===== src/rtl/sprite_bank_writer.sv =====
// rtl/sprite_bank_writer.sv - double-banked sprite memory loader with frame-synchronous bank swap
module sprite_bank_writer #(
    parameter int SPRITE_W = 64,
    parameter int SPRITE_H = 64,
    parameter int COLOR_W  = 3,
    parameter int ADDR_W   = 12
) (
    input  logic               clk,
    input  logic               rst,
    input  logic               start,
    input  logic               abort,
    input  logic               in_valid,
    input  logic [COLOR_W-1:0] in_color,
    output logic               in_ready,
    input  logic               frame_start,
    output logic               wr_en,
    output logic [ADDR_W:0]    wr_addr,
    output logic [COLOR_W-1:0] wr_data,
    output logic               rd_bank,
    output logic               busy,
    output logic               done
);

    typedef enum logic [1:0] {
        IDLE      = 2'd0,
        LOAD      = 2'd1,
        WAIT_SWAP = 2'd2
    } state_t;

    localparam logic [ADDR_W-1:0] LAST_ADDR = ADDR_W'(SPRITE_W * SPRITE_H - 1);

    state_t            state;
    state_t            state_next;
    logic [ADDR_W-1:0] count;
    logic              accept;
    logic              swap;
    logic              clear_count;

    // abort masks in_ready so a pixel offered alongside it is never written
    assign in_ready = (state == LOAD) && !abort;
    assign busy     = (state != IDLE);
    assign accept   = in_valid && in_ready;

    always_comb begin
        state_next  = state;
        swap        = 1'b0;
        clear_count = 1'b0;
        case (state)
            IDLE: begin
                if (start) begin
                    state_next  = LOAD;
                    clear_count = 1'b1;
                end
            end
            LOAD: begin
                if (abort) begin
                    state_next = IDLE;
                end else if (accept && (count == LAST_ADDR)) begin
                    state_next = WAIT_SWAP;
                end
            end
            WAIT_SWAP: begin
                if (abort) begin
                    state_next = IDLE;
                end else if (frame_start) begin
                    state_next = IDLE;
                    swap       = 1'b1;
                end
            end
            default: state_next = IDLE;
        endcase
    end

    always_ff @(posedge clk or negedge rst) begin
        if (!rst) begin
            state <= IDLE;
        end else begin
            state <= state_next;
        end
    end

    always_ff @(posedge clk or negedge rst) begin
        if (!rst) begin
            count <= '0;
        end else if (clear_count) begin
            count <= '0;
        end else if (accept) begin
            count <= count + 1'b1;
        end
    end

    // Writes always target the bank the printer is not reading
    always_ff @(posedge clk or negedge rst) begin
        if (!rst) begin
            wr_en   <= 1'b0;
            wr_addr <= '0;
            wr_data <= '0;
        end else begin
            wr_en <= accept;
            if (accept) begin
                wr_addr <= {~rd_bank, count};
                wr_data <= in_color;
            end
        end
    end

    always_ff @(posedge clk or negedge rst) begin
        if (!rst) begin
            rd_bank <= 1'b0;
            done    <= 1'b0;
        end else begin
            done <= swap;
            if (swap) begin
                rd_bank <= ~rd_bank;
            end
        end
    end

endmodule


===== config.mk =====
export PLATFORM = sky130hd
export DESIGN_NAME = sprite_bank_writer
export DESIGN_NICKNAME = d
export VERILOG_FILES = /design/src/rtl/sprite_bank_writer.sv
export SDC_FILE = /design/constraint.sdc
export NUM_CORES = 1
export LEC_CHECK = 0
export CAP_MARGIN = 25
export CORE_MARGIN = 10
export CORE_UTILIZATION = 50
export DETAILED_ROUTE_END_ITERATION = 8
export GPL_TIMING_DRIVEN = 0
export PLACE_DENSITY = 0.84
export SKIP_LAST_GASP = 1
export SYNTH_ARGS = -nofsm -noshare
export SYNTH_HDL_FRONTEND = slang
export SYNTH_SLANG_ARGS = --single-unit

===== constraint.sdc =====
create_clock -name clk -period 2.4 [get_ports clk]
set_input_delay 0.36 -clock clk [delete_from_list [all_inputs] [get_ports clk]]
set_output_delay 0.36 -clock clk [all_outputs]
set_load 0.005 [all_outputs]

# ---- Word-level counts from Yosys, hierarchy flattened
# Index checks and enable logic that the tools add are counted.
# Widths: inputs -> output; s select.
dict set report word_totals {
  regBits 33
  elab_cells 36
}
dict set report classes {
  n_reduce_logical 8
  eq_ne 6
  bitwise_logic 1
  addsub 1
  muxes 13
}
# operator n
set ops {}
lappend ops {{$mux 12} 2}
lappend ops {{$add 12x1->12 const B} 1}
lappend ops {{$eq 12x12->1 const B} 1}
lappend ops {{$mux 2} 5}
lappend ops {{$pmux 2 s3} 1}
lappend ops {{$mux 1} 5}
lappend ops {{$reduce_bool 2->1} 2}
lappend ops {{$logic_and 1x1->1} 3}
lappend ops {{$ne 3x2->1 const B} 1}
lappend ops {{$ne 3x3->1 const B} 1}
lappend ops {{$reduce_and 3->1} 1}
lappend ops {{$eq 2x1->1 const B} 1}
lappend ops {{$eq 2x2->1 const B} 1}
lappend ops {{$logic_not 2->1} 1}
lappend ops {{$ne 2x2->1 const B} 1}
lappend ops {{$logic_not 1->1} 1}
lappend ops {{$not 1->1} 1}

# ---- Depth between registers and ports, before layout
# Gate-level depths: netlist of run 1.
dict set report logic_depth {
  word_depth 7
  depth_mapped 6
  depth_no_buf 4
}

# ---- Least setup slack after synthesis of run 1
# Ideal clock, no wire load.
dict set report synth_timing {
  path_kind {register to register}
  start {register state[1]}
  end {register count[11]}
  setup_time_ns 0.079
  setup_slack_ns 0.997
  path_stages_with_launch 6
  t_arrival_ns 1.324
  synth_period_minus_slack_ns 1.403
  cell_sequence {dfrtp_1 nand4bb_1 buf_2 buf_6 nor4_2 mux2i_1}
}
dict set report synth_between {
  elab_chain_len 4
  word_cells_on_any_way 7
}
# element line_no
set synth_lines {}
lappend synth_lines {{from (decl)} 32} ;# state_t state;
lappend synth_lines {{from (signal assigned)} 78} ;# state <= state_next;
lappend synth_lines {{$eq 2x1->1} 40} ;# assign in_ready = (state == LOAD) && !abort;
lappend synth_lines {{$logic_and 1x1->1} 40}
lappend synth_lines {{$logic_and 1x1->1} 42} ;# assign accept = in_valid && in_ready;
lappend synth_lines {{$reduce_bool 2->1 (no line)} --}
lappend synth_lines {{to (signal assigned)} 88} ;# count <= count + 1'b1;
lappend synth_lines {{to (decl)} 34} ;# logic [ADDR_W-1:0] count;
# Several ways; a longest one is shown, not always the timed one.
# A chain may end at the register's enable or synchronous reset.

# ---- Worst setup path in the final report of run 1
dict set report layout_timing {
  start {register state[1]}
  end {output busy}
}
dict set report layout_between {
  elab_chain_len 1
}
# element line_no
set layout_lines {}
lappend layout_lines {{$reduce_bool 2->1} 41} ;# assign busy = (state != IDLE);
lappend layout_lines {{to (decl)} 20} ;# output logic busy,
# Every way passes these cells.

==> impl_metrics.yaml, run 1 <==
route:
  ant_nets: 0
  vias_per_cell: 5.40
  drc: 0
  drt_pass1_iterations: 4
  vias: 1188
  drtIter0Drc: 52
  avgRoutedWirePerCell_um: 14.5
  routed_wl_mm: 3.19
critical_path:
  worstSetupStartpointType: "flop"
  criticalPathCategory: "reg2out"
  r2r-end: "state[1]$_DFFE_PN0P_"
  cp-end-kind: "output pin"
  slowest_stage: "clkdlybuf4s50_1"
  cp_top_family: "buffers and inverters"
  crit_buf_inv: 1
  cp.arrival_ns: 1.55
  path_cells: "or2_2 > clkdlybuf4s50_1"
  required_ns: 2.04
  reg2reg_from: "count[1]$_DFFE_PN0P_"
  reg2reg_depth: 4
  worstPathMaxFanout: 7
  cp_slowest_stage_delay_ns: 0.45
  rrSetupSlack_ns: 0.79
synthesis:
  synth-seq-cells: 33
  yosysTopAreaCell: "dfrtp_1"
  synth-warning-count: 0
  synth_cell_type_count: 30
  syn_inst: 150
  ys_seq_area_share_pct: 56.7
  syn-num-nets: 160
  syn_avg_cell_area_um2: 9.72
  syn_area_um2: 1460
  ys_top_cells_by_area: "dfrtp_1 57%, nand2_1 15%, mux2i_1 4.8%"
  synth_top_area_share_pct: 56.7
pwr:
  leakage_nw: 0.888
  peakVddDrop_uv: 488
  internal-power_uw: 787
  clockPowerShare_pct: 27.3
  switching_share_pct: 26.6
  p_seq_share_pct: 56.9
  p_comb_share_pct: 15.8
  pwr_density_cell_nw_per_um2: 574
  p_sw_uw: 285
cts:
  cts_resized: 0
  clkTransAtPathRegs_ns: 0.10
  cts_max_path_buffers: 2
  cts_buffers: 5
  cts_hold_buf: 0
  clk_root_buffer_cell: "clkbuf_4"
  clkLatencyLatePin_ns: 0.33
  postCtsSetupRepairBufs: 0
  clock-sinks: 33
  cts_tree: "built"
  htree_num_levels: 2
placed_design:
  dpl.hpwl_mm: 2.44
  placed_area_um2: 1820
  port_buffers: 29
  place.gp.congestion: 0.842
  dp_cells: 212
grt:
  overflow: 0
  met1_usage_pct: 14.2
  top_usage_layer: "met2"
  grt_pass1_wl_mm: 5.40
  grt_max_degree: 14
  use_met2_pct: 18.6
  first_global_vias: 1214
  grt_util_met3_pct: 6.12
  antenna_found_initial: 0
  grtUsageTotal_pct: 12.3
cells_and_area:
  postLayoutCellArea_um2: 1870
  fin_cells: 220
  nFillCells: 243
  layout-drive-gt1-share_pct: 11.1
  area_growth_syn_to_layout_pct: 28.2
  fin_nets: 198
  diodes: 0
sta:
  finalSetupViolations: 0
  slew_headroom_pct: 68.1
  final_hold_viol_count: 0
  fin_crit_ns: 1.91
  rsz0062_at_grt: "false"
  clock_skew_ns: 0.00242
  fin_tns_setup_ns: 0
  hold_slack_ns: 0.337
  tightest_slew_ns: 0.474
  final_max_slew_viol_count: 0
  timing.final.crit_share_pct: 79.4
  fmax_mhz: 525
floorplanning:
  ios: 30
  num_rows: 19
  core_area_um2: 2780
  initial_utilization_pct: 52.4
  die_w_um: 74.0
  fp.dieH_um: 74.0
  die_area_um2: 5480
flow_run:
  maxCapViolations: 0
status:
  status: "complete, no violations"
min_path:
  worst_hold_path_type: "in2async"
[layer usage]
metal  routed length [µm]  vias up
met1                 1400      561
li1                     -      584
met3                  329        5
met5                    0        -
met4                   46        0
met2                 1410       38
[registers in the layout, indices dropped and copies added (netlist names)]
name and flops:
wr_data 3, wr_en 1, state 2, wr_addr 13, done 1, count 12
rd_bank 1
[synth_stat cells (all sizes together)]
| cell | count |
|---|---|
| o21bai | 1 |
| nor3 | 2 |
| nor2 | 2 |
| or3b | 1 |
| a21oi | 4 |
| mux2i | 7 |
| dfrtp | 33 |
| ha | 1 |
| nand3 | 1 |
| nand4bb | 1 |
| or2 | 1 |
| nand4 | 7 |
| buf | 5 |
| clkbuf | 1 |
| inv | 6 |
| or4 | 2 |
| o311ai | 1 |
| or3 | 1 |
| o21ai | 4 |
| o31ai | 1 |
| xor2 | 1 |
| nand2b | 3 |
| nor4 | 5 |
| and3 | 1 |
| nand2 | 57 |
| o41ai | 1 |
[cells by family (layout without fill, tap and decap cells)]
logic type | count (synthesis) | count (layout) | share of synthesized area, %
fa+ha+maj | 1 | 1 | 0.858
buf+inv | 12 | 51 | 3.95
compound gates | 12 | 12 | 4.98
simple gates | 84 | 84 | 28.2
xor+xnor | 1 | 1 | 0.601
flops | 33 | 33 | 56.7
mux | 7 | 7 | 4.81
[per-stage QoR]
stage | util, % | total power, mW | setup WS (ns)
after floorplan | - | 0.682 | 0.997
after global placement | 64.2 | 0.781 | 0.389
after detailed placement | 65.3 | 0.793 | 0.450
after CTS | 67.2 | 1.08 | 0.479
after global routing | 67.2 | 1.13 | 0.429
final | 67.2 | 1.07 | 0.494
[cells in the final DEF (no fill, tap or decap), types with 2 or more instances in the layout]
cell type and n:
nand2_1 57, dfrtp_1 33, clkdlybuf4s50_1 29, mux2i_1 7, nand4_1 6, inv_1 5
clkbuf_4 5, buf_2 4, a21oi_1 4, o21ai_0 4, nand2b_1 3, nor4_2 3
nor3_1 2, nor2_1 2, clkbuf_1 2, or4_1 2, nor4_1 2, clkinv_2 2
buf_8 2
[worst max path at each step]
stage | to | slack, ns | startpoint | cells past startpoint
floorplan | count[11]$_DFFE_PN0P_ | 1.0 | state[1]$_DFFE_PN0P_ | 5
detailed placement | count[11]$_DFFE_PN0P_ | 0.45 | abort | 6
global route | busy | 0.43 | state[1]$_DFFE_PN0P_ | 2
global placement | wr_data[0]$_DFFE_PN0P_ | 0.39 | rst | 1
finish | busy | 0.49 | state[1]$_DFFE_PN0P_ | 2
CTS | busy | 0.48 | state[1]$_DFFE_PN0P_ | 2
[power groups by stage]
stage | registers [mW] | clock network (mW) | logic (mW)
after floorplan | 0.619 | 0 | 0.0626
after global placement | 0.618 | 0 | 0.162
after detailed placement | 0.622 | 0 | 0.171
after CTS | 0.611 | 0.300 | 0.174
after global routing | 0.615 | 0.323 | 0.193
final | 0.610 | 0.293 | 0.170
[cell type report]
type | count | area, µm² | share of cell area, %
multi-input combinational | 105 | 574 | 30.7
clock inverter | 2 | 10.0 | 0.536
tap | 31 | 38.8 | 2.08
timing repair buffer | 31 | 320 | 17.1
inverter | 6 | 22.5 | 1.21
buffer | 6 | 35.0 | 1.88
clock buffer | 6 | 41.3 | 2.21
sequential | 33 | 826 | 44.2
No activity file was read; power rests on OpenSTA's default activity.
==> run 2: changes to the inputs <==
==> constraint.sdc (replaced) <==
create_clock -name clk -period 1.8 [get_ports clk]
set_input_delay 0.27 -clock clk [delete_from_list [all_inputs] [get_ports clk]]
set_output_delay 0.27 -clock clk [all_outputs]
set_load 0.005 [all_outputs]
==> run 2 against run 1 <==
First-iteration DRC count grew 13%. Non-clock buffer count grew 2. Largest cell class unchanged. Clock-buffer cell count is the same. Worst hold slack lost 0.092 ns. Largest power group unchanged. Sequential power grew 33%.
==> impl_metrics.yaml, run 2 (synthesized netlist as in run 1, its figures left out) <==
cells_and_area:
  nFillCells: 240
  diodes: 0
  area_growth_syn_to_layout_pct: 29.5
  fin_nets: 200
  top_register: "wr_addr"
  mostFrequentLayoutCells: "57 x nand2_1, 33 x dfrtp_1, 27 x clkdlybuf4s50_1, 7 x mux2i_1, 6 x nand4_1"
  layout-drive-gt1-share_pct: 12.0
  postLayoutCellArea_um2: 1890
  reg_top3: "wr_addr: 13 flops, count: 12 flops, wr_data: 3 flops"
  utilization_pct: 67.9
  final_common_cell: "nand2_1"
  largest_reg_flops: 13
pwr:
  pwr_density_cell_nw_per_um2: 757
  leakage_nw: 0.924
  peakVddDrop_uv: 650
cts:
  htree_num_levels: 2
  clock-sinks: 33
  cts_buffers: 5
  cts_tree: "built"
  clk_root_buffer_cell: "clkbuf_4"
  clkTransAtPathRegs_ns: 0.10
  cts_max_path_buffers: 2
  clkLatencyLatePin_ns: 0.33
placed_design:
  dpl.hpwl_mm: 2.44
  port_buffers: 29
  placed_area_um2: 1820
  place.gp.congestion: 0.842
  dp_slack_ns: -0.0601
sta:
  timing.final.crit_share_pct: 90.8
  fmax_mhz: 612
  tightest_slew_ns: 0.484
  hold_slack_ns: 0.246
  clock_skew_ns: 0.00220
  fin_crit_ns: 1.63
  slew_headroom_pct: 67.5
  finalSetupViolations: 0
  rsz0062_at_grt: "false"
  fin_tns_setup_ns: 0
  final_hold_viol_count: 0
  fin_ws_ns: 0.166
  final_max_slew_viol_count: 0
critical_path:
  cp-end-kind: "flop"
  worstSetupStartpointType: "flop"
  cp.arrival_ns: 1.89
  criticalPathCategory: "reg2reg"
  required_ns: 2.05
  worstPathMaxFanout: 10
  reg2reg_depth: 6
flow_run:
  maxCapViolations: 0
floorplanning:
  fp.dieH_um: 74.0
  num_rows: 19
  ios: 30
  initial_utilization_pct: 52.4
  die_area_um2: 5480
  core_area_um2: 2780
  die_w_um: 74.0
grt:
  first_global_vias: 1234
  antenna_found_initial: 0
  grt_pass1_wl_mm: 5.51
  overflow: 0
  grt_max_degree: 14
  grtUsageTotal_pct: 12.5
route:
  vias_per_cell: 5.42
  vias: 1204
  routed_wl_mm: 3.23
  avgRoutedWirePerCell_um: 14.6
  drt_pass1_iterations: 4
  drtIter0Drc: 59
  ant_nets: 0
  drc: 0
status:
  status: "complete, no violations"
min_path:
  worst_hold_path_type: "in2async"
==> run 2: cell types whose count changed in the layout (fill, tap and decap cells not counted) <==
cell             before  now
buf_4                 0    2
dlymetal6s2s_1        0    2
clkdlybuf4s50_1      29   27
==> run 2: path summary, 6_finish.rpt <==
check / start / slack (ns) / end
min in group clk: in_color[0] / 0.46 / wr_data[0]$_DFFE_PN0P_
hold reg to reg: wr_addr[3]$_DFFE_PN0P_ / 0.48 / wr_addr[3]$_DFFE_PN0P_
hold / removal: rst / 0.25 / wr_addr[11]$_DFFE_PN0P_
setup reg to reg: state[1]$_DFFE_PN0P_ / 0.17 / count[9]$_DFFE_PN0P_
max in group asynchronous: rst / 0.96 / wr_data[1]$_DFFE_PN0P_
setup / recovery: state[1]$_DFFE_PN0P_ / 0.17 / count[9]$_DFFE_PN0P_
==> run 2: repair_timing <==
| action | in CTS | in global routing |
|---|---|---|
| buffers inserted | 2 | 0 |
| setup endpoints to repair | 1 | 2 |
| resized for setup | 0 | 2 |
| endpoints found under the hold margin | 0 | 0 |
| hold buffers | 0 | 0 |
| pin swaps | 0 | 0 |
==> run 2: area by class of cell <==
class	count	area (µm²)	area share, %
sequential	33	826	43.7
multi-input combinational	105	574	30.4
timing repair buffer	33	340	18.0
clock buffer	6	41.3	2.19
tap	31	38.8	2.05
buffer	6	35.0	1.86
inverter	6	22.5	1.19
clock inverter	2	10.0	0.530
==> run 2: where the power goes <==
group	leakage [nW]	internal, mW	switching, mW	total, mW
logic	0.441	0.117	0.108	0.225
registers	0.450	0.783	0.0312	0.814
clock network	0.0320	0.149	0.242	0.391
==> run 2: critical path, stage by stage (launching register included) <==
cell and delay, ns:
dfrtp_1 0.42, buf_4 0.14, nand4bb_1 0.15, buf_2 0.17, buf_6 0.15, nor4_2 0.29
mux2i_1 0.23
==> run 2: metrics by stage <==
step	power, mW	cells
2_1_floorplan	0.909	150
3_3_place_gp	1.04	210
3_5_place_dp	1.06	212
4_1_cts	1.45	222
5_1_grt	1.51	222
6_report	1.43	222
==> run 2: layer usage <==
layer / GRT usage, % / up-vias / routed length, µm
met5: 0 / - / 0
met4: 5.38 / 0 / 46
met3: 6.12 / 5 / 322
met2: 19.7 / 40 / 1470
met1: 14.2 / 571 / 1390
li1: - / 588 / -
==> run 3: changes to the inputs <==
--- a/config.mk
+++ b/config.mk
@@ -10,7 +10,7 @@
 export CORE_UTILIZATION = 50
 export DETAILED_ROUTE_END_ITERATION = 8
 export GPL_TIMING_DRIVEN = 0
-export PLACE_DENSITY = 0.84
+export PLACE_DENSITY = 0.87
 export SKIP_LAST_GASP = 1
 export SYNTH_ARGS = -nofsm -noshare
 export SYNTH_HDL_FRONTEND = slang
==> run 3 against run 2 <==
Die area did not move. Highest routed layer unchanged. Worst setup slack worse by 0.070 ns. Sequential share of layout area shrank 0.35 points. Sequential cell count is the same. Combinational power about the same. Largest cell class unchanged. Clock skew grew 0.0098 ns. Clock-buffer cell count increased by 1.
==> impl_metrics.yaml, run 3 (synthesized netlist as in run 1, its figures left out) <==
critical_path:
  rrSetupSlack_ns: 0.1
  reg2reg_depth: 6
  cp.arrival_ns: 1.95
  worstSetupStartpointType: "flop"
  worstPathMaxFanout: 10
  criticalPathCategory: "reg2reg"
  required_ns: 2.05
  reg2reg_from: "state[1]$_DFFE_PN0P_"
  cp-end-kind: "flop"
  r2r-end: "count[9]$_DFFE_PN0P_"
route:
  drt_pass1_iterations: 4
  ant_nets: 0
  vias: 1215
  drc: 0
  routed_wl_mm: 3.40
  drtIter0Drc: 58
  vias_per_cell: 5.47
  avgRoutedWirePerCell_um: 15.3
cells_and_area:
  fin_cells: 222
  postLayoutCellArea_um2: 1900
  top_register: "wr_addr"
  diodes: 0
  area_growth_syn_to_layout_pct: 30.6
  layout-drive-gt1-share_pct: 12.6
  final_common_cell: "nand2_1"
  fin_nets: 200
  mostFrequentLayoutCells: "57 x nand2_1, 33 x dfrtp_1, 27 x clkdlybuf4s50_1, 7 x mux2i_1, 6 x nand4_1"
  reg_top3: "wr_addr: 13 flops, count: 12 flops, wr_data: 3 flops"
  utilization_pct: 68.4
  largest_reg_flops: 13
sta:
  final_max_slew_viol_count: 0
  fin_crit_ns: 1.70
  tightest_slew_ns: 0.496
  timing.final.crit_share_pct: 94.7
  finalSetupViolations: 0
  fin_tns_setup_ns: 0
  fmax_mhz: 587
  clock_skew_ns: 0.0120
  fin_ws_ns: 0.0962
  rsz0062_at_grt: "false"
  final_hold_viol_count: 0
  slew_headroom_pct: 66.8
floorplanning:
  num_rows: 19
  ios: 30
  core_area_um2: 2780
  die_w_um: 74.0
  fp.dieH_um: 74.0
  initial_utilization_pct: 52.4
  die_area_um2: 5480
grt:
  grt_max_degree: 22
  antenna_found_initial: 0
  grtUsageTotal_pct: 13.0
  first_global_vias: 1264
  overflow: 0
  grt_pass1_wl_mm: 5.72
cts:
  cts_tree: "built"
  cts_max_path_buffers: 2
  clkLatencyLatePin_ns: 0.33
  htree_num_levels: 2
  cts_buffers: 5
  clock-sinks: 33
  clk_root_buffer_cell: "clkbuf_4"
  clkTransAtPathRegs_ns: 0.10
  cts_hold_buf: 0
min_path:
  worst_hold_path_type: "in2async"
pwr:
  leakage_nw: 0.921
  pwr_density_cell_nw_per_um2: 797
  peakVddDrop_uv: 669
flow_run:
  maxCapViolations: 0
placed_design:
  dpl.hpwl_mm: 2.53
  placed_area_um2: 1800
  dp_cells: 211
  place.gp.congestion: 0.839
  dp_slack_ns: -0.130
  port_buffers: 29
status:
  status: "complete, no violations"
==> run 3: metal layers <==
| metal | part of all wire [%] | GRT usage (%) | vias up |
|---|---|---|---|
| met1 | 41 | 14.3 | 582 |
| met5 | 0 | 0 | - |
| li1 | - | - | 582 |
| met4 | 1.2 | 2.90 | 0 |
| met2 | 47 | 21.3 | 46 |
| met3 | 11 | 7.71 | 5 |
==> run 3: critical path, stage by stage, from the launching register on <==
cell	delay (ns)
dfrtp_1	0.41
buf_4	0.15
nand4bb_1	0.17
buf_2	0.18
buf_6	0.15
nor4_2	0.31
mux2i_1	0.24
==> run 3: how the worst max path moves through the flow <==
stage / startpoint / to / slack (ns) / cells after the start
after floorplan: state[1]$_DFFE_PN0P_ / count[11]$_DFFE_PN0P_ / 0.40 / 5
after global placement: rst / wr_addr[1]$_DFFE_PN0P_ / -0.11 / 1
after detailed placement: abort / count[9]$_DFFE_PN0P_ / -0.13 / 6
after CTS: state[0]$_DFFE_PN0P_ / busy / -0.01 / 2
after global routing: count[0]$_DFFE_PN0P_ / count[10]$_DFFE_PN0P_ / 0.01 / 4
final: state[1]$_DFFE_PN0P_ / count[9]$_DFFE_PN0P_ / 0.1 / 6
==> run 3: cell type report <==
| type | instances | area (µm²) |
|---|---|---|
| buffer | 6 | 35.0 |
| clock buffer | 7 | 65.1 |
| clock inverter | 1 | 5.00 |
| fill | 236 | 878 |
| inverter | 6 | 22.5 |
| multi-input combinational | 105 | 574 |
| sequential | 33 | 826 |
| tap | 31 | 38.8 |
| timing repair buffer | 33 | 337 |
==> run 3: per-stage QoR <==
stage | total power, mW | hold WS [ns]
4_1_cts | 1.52 | 0.461
3_5_place_dp | 1.05 | 0.462
3_3_place_gp | 1.04 | 0.457
6_report | 1.52 | 0.262
2_1_floorplan | 0.909 | -0.0256
5_1_grt | 1.59 | 0.265
==> run 3: report_power, final <==
group	total (mW)	switching, mW	internal (mW)
Clock	0.476	0.250	0.226
Sequential	0.812	0.0297	0.783
Combinational	0.228	0.108	0.120
Total	1.52	0.388	1.13
==> run 3: timing repair <==
action,in CTS,in global routing
hold endpoints to repair,0,0
gates resized for setup,1,1
endpoints found under the setup margin,2,1
buffers inserted,1,1
